[config.mk]
export PLATFORM = sky130hd
export DESIGN_NAME = knightrider_decoder
export DESIGN_NICKNAME = d
export VERILOG_FILES = /design/src/rtl/knightrider_decoder_pkg.sv /design/src/rtl/knightrider_decoder_onehot.sv /design/src/rtl/knightrider_decoder.sv
export SDC_FILE = /design/constraint.sdc
export NUM_CORES = 1
export LEC_CHECK = 0
export ABC_AREA = 0
export CORE_MARGIN = 2
export CORE_UTILIZATION = 50
export CTS_BUF_LIST = sky130_fd_sc_hd__clkbuf_16
export DETAILED_ROUTE_END_ITERATION = 10
export GPL_ROUTABILITY_DRIVEN = 0
export PLACE_DENSITY = 0.83
export SYNTH_ARGS = -nofsm -noshare
export SYNTH_HDL_FRONTEND = slang
export SYNTH_SLANG_ARGS = --single-unit
export TNS_END_PERCENT = 1
[constraint.sdc]
create_clock -name clk -period 3.3 [get_ports clk]
set_input_delay 0.66 -clock clk [delete_from_list [all_inputs] [get_ports clk]]
set_output_delay 0.66 -clock clk [all_outputs]
set_load 0.05 [all_outputs]
[src/rtl/knightrider_decoder_pkg.sv]
// Shared encodings for the knightrider LED-bus decoder: FSM states, fault codes, direction values.
package knightrider_decoder_pkg;

   typedef enum logic [1:0] {
      ST_ACQ0  = 2'd0,
      ST_ACQ1  = 2'd1,
      ST_TRACK = 2'd2,
      ST_FAULT = 2'd3
   } kr_state_e;

   localparam logic [1:0] ERR_NONE       = 2'd0;
   localparam logic [1:0] ERR_NOT_ONEHOT = 2'd1;
   localparam logic [1:0] ERR_STALL      = 2'd2;
   localparam logic [1:0] ERR_JUMP       = 2'd3;

   localparam logic DIR_UP   = 1'b0;
   localparam logic DIR_DOWN = 1'b1;

endpackage

[src/rtl/knightrider_decoder_onehot.sv]
// onehot_index: combinational LED bus -> lit index plus a one-hot flag (0 for all-zero or multi-bit).
// Latency: none (pure combinational). No backpressure.
module onehot_index #(
   parameter int W = 8
) (
   input  logic [W-1:0]         leds,
   output logic [$clog2(W)-1:0] idx,
   output logic                 is_onehot
);
   localparam int IW = $clog2(W);

   always_comb begin
      idx = '0;
      for (int i = 0; i < W; i++) begin
         if (leds[i]) idx = IW'(i);
      end
   end

   // Clearing the lowest set bit leaves zero only when at most one bit was set.
   assign is_onehot = (leds != '0) && ((leds & (leds - W'(1))) == '0);

endmodule

[src/rtl/knightrider_decoder.sv]
// knightrider_decoder: checks the LED bus against the one-hot bounce sequence; recovers pos/dir, counts reversals.
// Latency: registered outputs, 1 cycle after the sampling edge. No backpressure; en qualifies each sample.
// KR_DEC_RESYNC_EN: FAULT re-acquires on the next one-hot sample and fault_cnt is exported.
module knightrider_decoder
   import knightrider_decoder_pkg::*;
#(
   parameter int W     = 8,
   parameter int CNT_W = 16
) (
   input  logic                 clk,
   input  logic                 arst,
   input  logic                 en,
   input  logic [W-1:0]         leds,
   output logic [$clog2(W)-1:0] pos,
   output logic                 dir,
   output logic                 locked,
   output logic                 err,
   output logic [1:0]           err_code,
`ifdef KR_DEC_RESYNC_EN
   output logic [CNT_W-1:0]     fault_cnt,
`endif
   output logic [CNT_W-1:0]     bounce_cnt
);
   localparam int               PW      = $clog2(W);
   localparam logic [PW-1:0]    POS_MAX = PW'(W - 1);
   localparam logic [CNT_W-1:0] CNT_MAX = '1;

   kr_state_e        state_q, state_d;
   logic [PW-1:0]    pos_q, pos_d;
   logic             dir_q, dir_d;
   logic             locked_q, locked_d;
   logic             err_q, err_d;
   logic [1:0]       err_code_q, err_code_d;
   logic [CNT_W-1:0] bounce_q, bounce_d;
`ifdef KR_DEC_RESYNC_EN
   logic [CNT_W-1:0] fault_cnt_q, fault_cnt_d;
`endif

   logic [PW-1:0]    idx;
   logic             is_onehot;
   logic [PW-1:0]    pred_pos;
   logic             pred_dir;
   logic             pred_flip;
   logic [1:0]       fault_code;

   onehot_index #(.W(W)) u_onehot (
      .leds      (leds),
      .idx       (idx),
      .is_onehot (is_onehot)
   );

   // Next expected position; at either end the sweep reflects and direction flips.
   always_comb begin
      pred_pos  = pos_q;
      pred_dir  = dir_q;
      pred_flip = 1'b0;
      if (dir_q == DIR_UP) begin
         if (pos_q == POS_MAX) begin
            pred_pos  = POS_MAX - PW'(1);
            pred_dir  = DIR_DOWN;
            pred_flip = 1'b1;
         end else begin
            pred_pos  = pos_q + PW'(1);
         end
      end else begin
         if (pos_q == '0) begin
            pred_pos  = PW'(1);
            pred_dir  = DIR_UP;
            pred_flip = 1'b1;
         end else begin
            pred_pos  = pos_q - PW'(1);
         end
      end
   end

   always_comb begin
      if (!is_onehot)          fault_code = ERR_NOT_ONEHOT;
      else if (idx == pos_q)   fault_code = ERR_STALL;
      else if (idx != pred_pos) fault_code = ERR_JUMP;
      else                     fault_code = ERR_NONE;
   end

   always_comb begin
      state_d    = state_q;
      pos_d      = pos_q;
      dir_d      = dir_q;
      locked_d   = locked_q;
      err_d      = err_q;
      err_code_d = err_code_q;
      bounce_d   = bounce_q;
`ifdef KR_DEC_RESYNC_EN
      fault_cnt_d = fault_cnt_q;
`endif
      if (en) begin
         case (state_q)
            ST_ACQ0: begin
               if (is_onehot) begin
                  pos_d   = idx;
                  state_d = ST_ACQ1;
               end
            end
            ST_ACQ1: begin
               if (is_onehot && (pos_q != POS_MAX) && (idx == pos_q + PW'(1))) begin
                  pos_d    = idx;
                  dir_d    = DIR_UP;
                  locked_d = 1'b1;
                  state_d  = ST_TRACK;
               end else if (is_onehot && (pos_q != '0) && (idx == pos_q - PW'(1))) begin
                  pos_d    = idx;
                  dir_d    = DIR_DOWN;
                  locked_d = 1'b1;
                  state_d  = ST_TRACK;
               end else if (is_onehot) begin
                  pos_d    = idx;
               end else begin
                  state_d  = ST_ACQ0;
               end
            end
            ST_TRACK: begin
               if (fault_code != ERR_NONE) begin
                  err_d      = 1'b1;
                  err_code_d = fault_code;
                  locked_d   = 1'b0;
                  state_d    = ST_FAULT;
`ifdef KR_DEC_RESYNC_EN
                  if (fault_cnt_q != CNT_MAX) fault_cnt_d = fault_cnt_q + CNT_W'(1);
`endif
               end else begin
                  pos_d = idx;
                  dir_d = pred_dir;
                  if (pred_flip && (bounce_q != CNT_MAX)) bounce_d = bounce_q + CNT_W'(1);
               end
            end
            ST_FAULT: begin
`ifdef KR_DEC_RESYNC_EN
               if (is_onehot) begin
                  pos_d   = idx;
                  state_d = ST_ACQ1;
               end
`endif
            end
         endcase
      end
   end

   always_ff @(posedge clk) begin
      if (arst) begin
         state_q    <= ST_ACQ0;
         pos_q      <= '0;
         dir_q      <= DIR_UP;
         locked_q   <= 1'b0;
         err_q      <= 1'b0;
         err_code_q <= ERR_NONE;
         bounce_q   <= '0;
`ifdef KR_DEC_RESYNC_EN
         fault_cnt_q <= '0;
`endif
      end else begin
         state_q    <= state_d;
         pos_q      <= pos_d;
         dir_q      <= dir_d;
         locked_q   <= locked_d;
         err_q      <= err_d;
         err_code_q <= err_code_d;
         bounce_q   <= bounce_d;
`ifdef KR_DEC_RESYNC_EN
         fault_cnt_q <= fault_cnt_d;
`endif
      end
   end

   assign pos        = pos_q;
   assign dir        = dir_q;
   assign locked     = locked_q;
   assign err        = err_q;
   assign err_code   = err_code_q;
   assign bounce_cnt = bounce_q;
`ifdef KR_DEC_RESYNC_EN
   assign fault_cnt  = fault_cnt_q;
`endif

endmodule

==> results.toml <==
[power_and_ir_drop]
sw_frac_of_total = 0.225
p_switching_uw = 150
seqPwrFrac = 0.474
intPower_uw = 515
power_uw = 665
irDropWorstVdd_v = 0.000219
p_leak_uw = 0.000896
p_per_area_nw_per_um2 = 267
p_clk_frac = 0.405
p_comb_frac = 0.121

[clock_tree]
tritoncts = "built"
clock-root-buffer = "clkbuf_16"
cts.sinks = 26
numCtsBuffers = 3
clock_latency_ns = 0.26
clkTransAtPathRegs_ns = 0.06
htree_levels = 1
cts_setup_buffers = 0
clockBufferDepth = 2

[grt]
grt_overflow_total = 0
grt_use_met3 = 0.0243
grt_max_degree = 20
antenna_found_initial = 0
grt_pass1_vias = 1804
gr-usage-met1 = 0.334
grt_first_pass_wirelength_um = 8200
busiest_layer = "met2"
track_usage = 0.244
use_met2 = 0.409

[yosys]
synth_sequential_area_ratio = 0.281
synth_edf_count = 0
syn-num-nets = 247
syn_area_per_cell_um2 = 8.22
synthArstFlopShare = 0
ys.warnings.count = 0
syn_inst = 225
synth_area_um2 = 1850
ys_types = 48
ys.flop_type = "dfxtp_1"
yosys_register_bits = 26

[sta]
fin_crit_ns = 3.29
setup_violations = 0
tightest_slew_ns = 0.771
maxSlewHeadroom = 0.484
setup-tns-final_ns = 0
rsz0062_at_grt = "yes"
finalClockSkew_ns = 0.00333
maxSlewViolCount = 0
fin_crit_sh = 0.996
max_freq_mhz = 304
whs_ns = 0.481
finalHoldViolations = 0

[final_layout]
final_cell_area_um2 = 2490
fin_nets = 305
multi_input_area_um2 = 1270
drive_gt1_frac = 0.188
area_growth_pct = 34.6
seqCellArea_um2 = 520
n_fill_cell = 289
diodes = 0
finish.utilization = 0.690

[die]
rows = 22
die_w_um = 64.8
die_area_um2 = 4200
initial_core_util = 0.513
dieHeight_um = 64.8
pin_count = 35
core_um2 = 3610

[route]
wirelength_um = 4890
first_pass_iters = 4
drc = 0
vias = 1900
postRouteAntennaNets = 0
routed_via_density = 5.76
wl_per_cell_um = 14.8
drt_iter0_drc = 128

[placed_design]
place_area_um2 = 2400
port_buffers = 34
hpwl_um = 3510

[critical_path]
path_max_fanout = 4
r2r_start = "pos[0]"
worstSetupEndpointType = "register"
cp-start-kind = "input pin"
worstPathArrival_ns = 3.49
required_ns = 3.50
crit_type = "input pin to register"
startpoint = "leds[7]"

[hold_path]
hp-start = "locked"
hp-class = "register to register"

[outcome]
status = "complete, no violations"

[job]
maxCapViolCount = 0
[power groups by stage]
stage	logic [uW]	clock network, uW	registers (uW)
6_report	80.2	269	315
5_1_grt	87.0	283	315
4_1_cts	79.2	269	315
3_5_place_dp	78.6	0	322
3_3_place_gp	77.4	0	322
2_1_floorplan	38.9	0	324
[cell families after synthesis]
kind of cell	count (synthesis)	synth area share
simple gates	95	0.290
compound gates	57	0.206
flops	26	0.281
buf+inv	15	0.0399
xor+xnor	13	0.0616
fa+ha+maj	12	0.0805
mux	7	0.0406
[worst max-delay path, stage by stage]
cell             delay [ns]
clkdlybuf4s50_1        0.41
or2_1                  0.26
maj3_2                 0.33
o41ai_4                0.29
nand3_4                0.15
or4_2                  0.71
o211ai_1               0.24
mux2_2                 0.36
nor2_1                 0.07
[cell usage in the layout, fill, tap and decap left out, types with 4 or more instances in the layout]
cell             Yosys  routed
clkdlybuf4s50_1      0      34
dfxtp_1             26      26
buf_4                1      25
nor2_1              21      21
nand2_1             18      18
a21oi_1             19      18
o21ai_0             13      13
ha_1                11      11
inv_1                9       9
nand3_1              9       9
xor2_1               9       9
o22ai_1              6       6
nor2b_1              5       5
or3_2                5       4
nor4_1               4       4
xnor2_1              4       4
mux2_2               4       4
nand2b_1             4       4
a31oi_1              4       4
or3_1                4       4
[Yosys cell counts, drive strengths merged (2+ instances only)]
cell / n / share of area
or4: 3 / 0.013
o211ai: 2 / 0.0081
mux2i: 3 / 0.016
or2: 3 / 0.010
dfxtp: 26 / 0.28
mux2: 4 / 0.024
o21bai: 2 / 0.0081
a31oi: 4 / 0.014
nor4: 5 / 0.025
and3: 5 / 0.019
nand4: 3 / 0.010
ha: 11 / 0.074
clkbuf: 3 / 0.0061
nor2: 21 / 0.043
o21ai: 13 / 0.035
xnor2: 4 / 0.019
nand2b: 4 / 0.014
inv: 9 / 0.018
buf: 2 / 0.010
a221oi: 3 / 0.014
nand2: 18 / 0.037
o31ai: 3 / 0.012
xor2: 9 / 0.043
nand3: 10 / 0.034
nor3: 3 / 0.0081
nor4b: 2 / 0.0095
or3: 9 / 0.034
a21oi: 19 / 0.051
o22ai: 6 / 0.020
nor2b: 5 / 0.017
[layout make-up]
class	count	area share
Timing Repair Buffer	59	0.212
Sequential cell	26	0.209
Clock inverter	1	0.00151
Clock buffer	3	0.0302
Multi-Input combinational cell	184	0.510
Tap cell	48	0.0241
Inverter	9	0.0136
[state kept, by name (all words and copies together) (netlist names)]
register,flops
err,1
err_code,2
bounce_cnt,16
locked,1
state_q,2
dir,1
pos,3
[what timing repair did]
item,in CTS,in global routing
setup endpoints to repair,0,10
hold buffers,0,0
hold endpoints to repair,0,0
gates resized for setup,0,3
[final timing paths]
path / cells past startpoint / slack (ns) / end
setup / recovery: 9 / 0.01 / state_q[0]
hold / removal: 2 / 0.48 / locked
setup reg to reg: 10 / 0.22 / state_q[0]
hold reg to reg: 2 / 0.48 / locked
[routing by layer]
metal	vias up	routed length, um
li1	937	-
met4	0	72
met1	864	2220
met2	88	2280
met3	11	317
met5	-	0
[per-stage QoR]
stage / instances / setup WS (ns)
final: 330 / 0.0140
after floorplan: 225 / 0.0341
after global placement: 326 / -0.197
after CTS: 330 / 0.00674
after global routing: 330 / -0.0635
after detailed placement: 326 / -0.253
No activity file was read; power rests on OpenSTA's default activity.
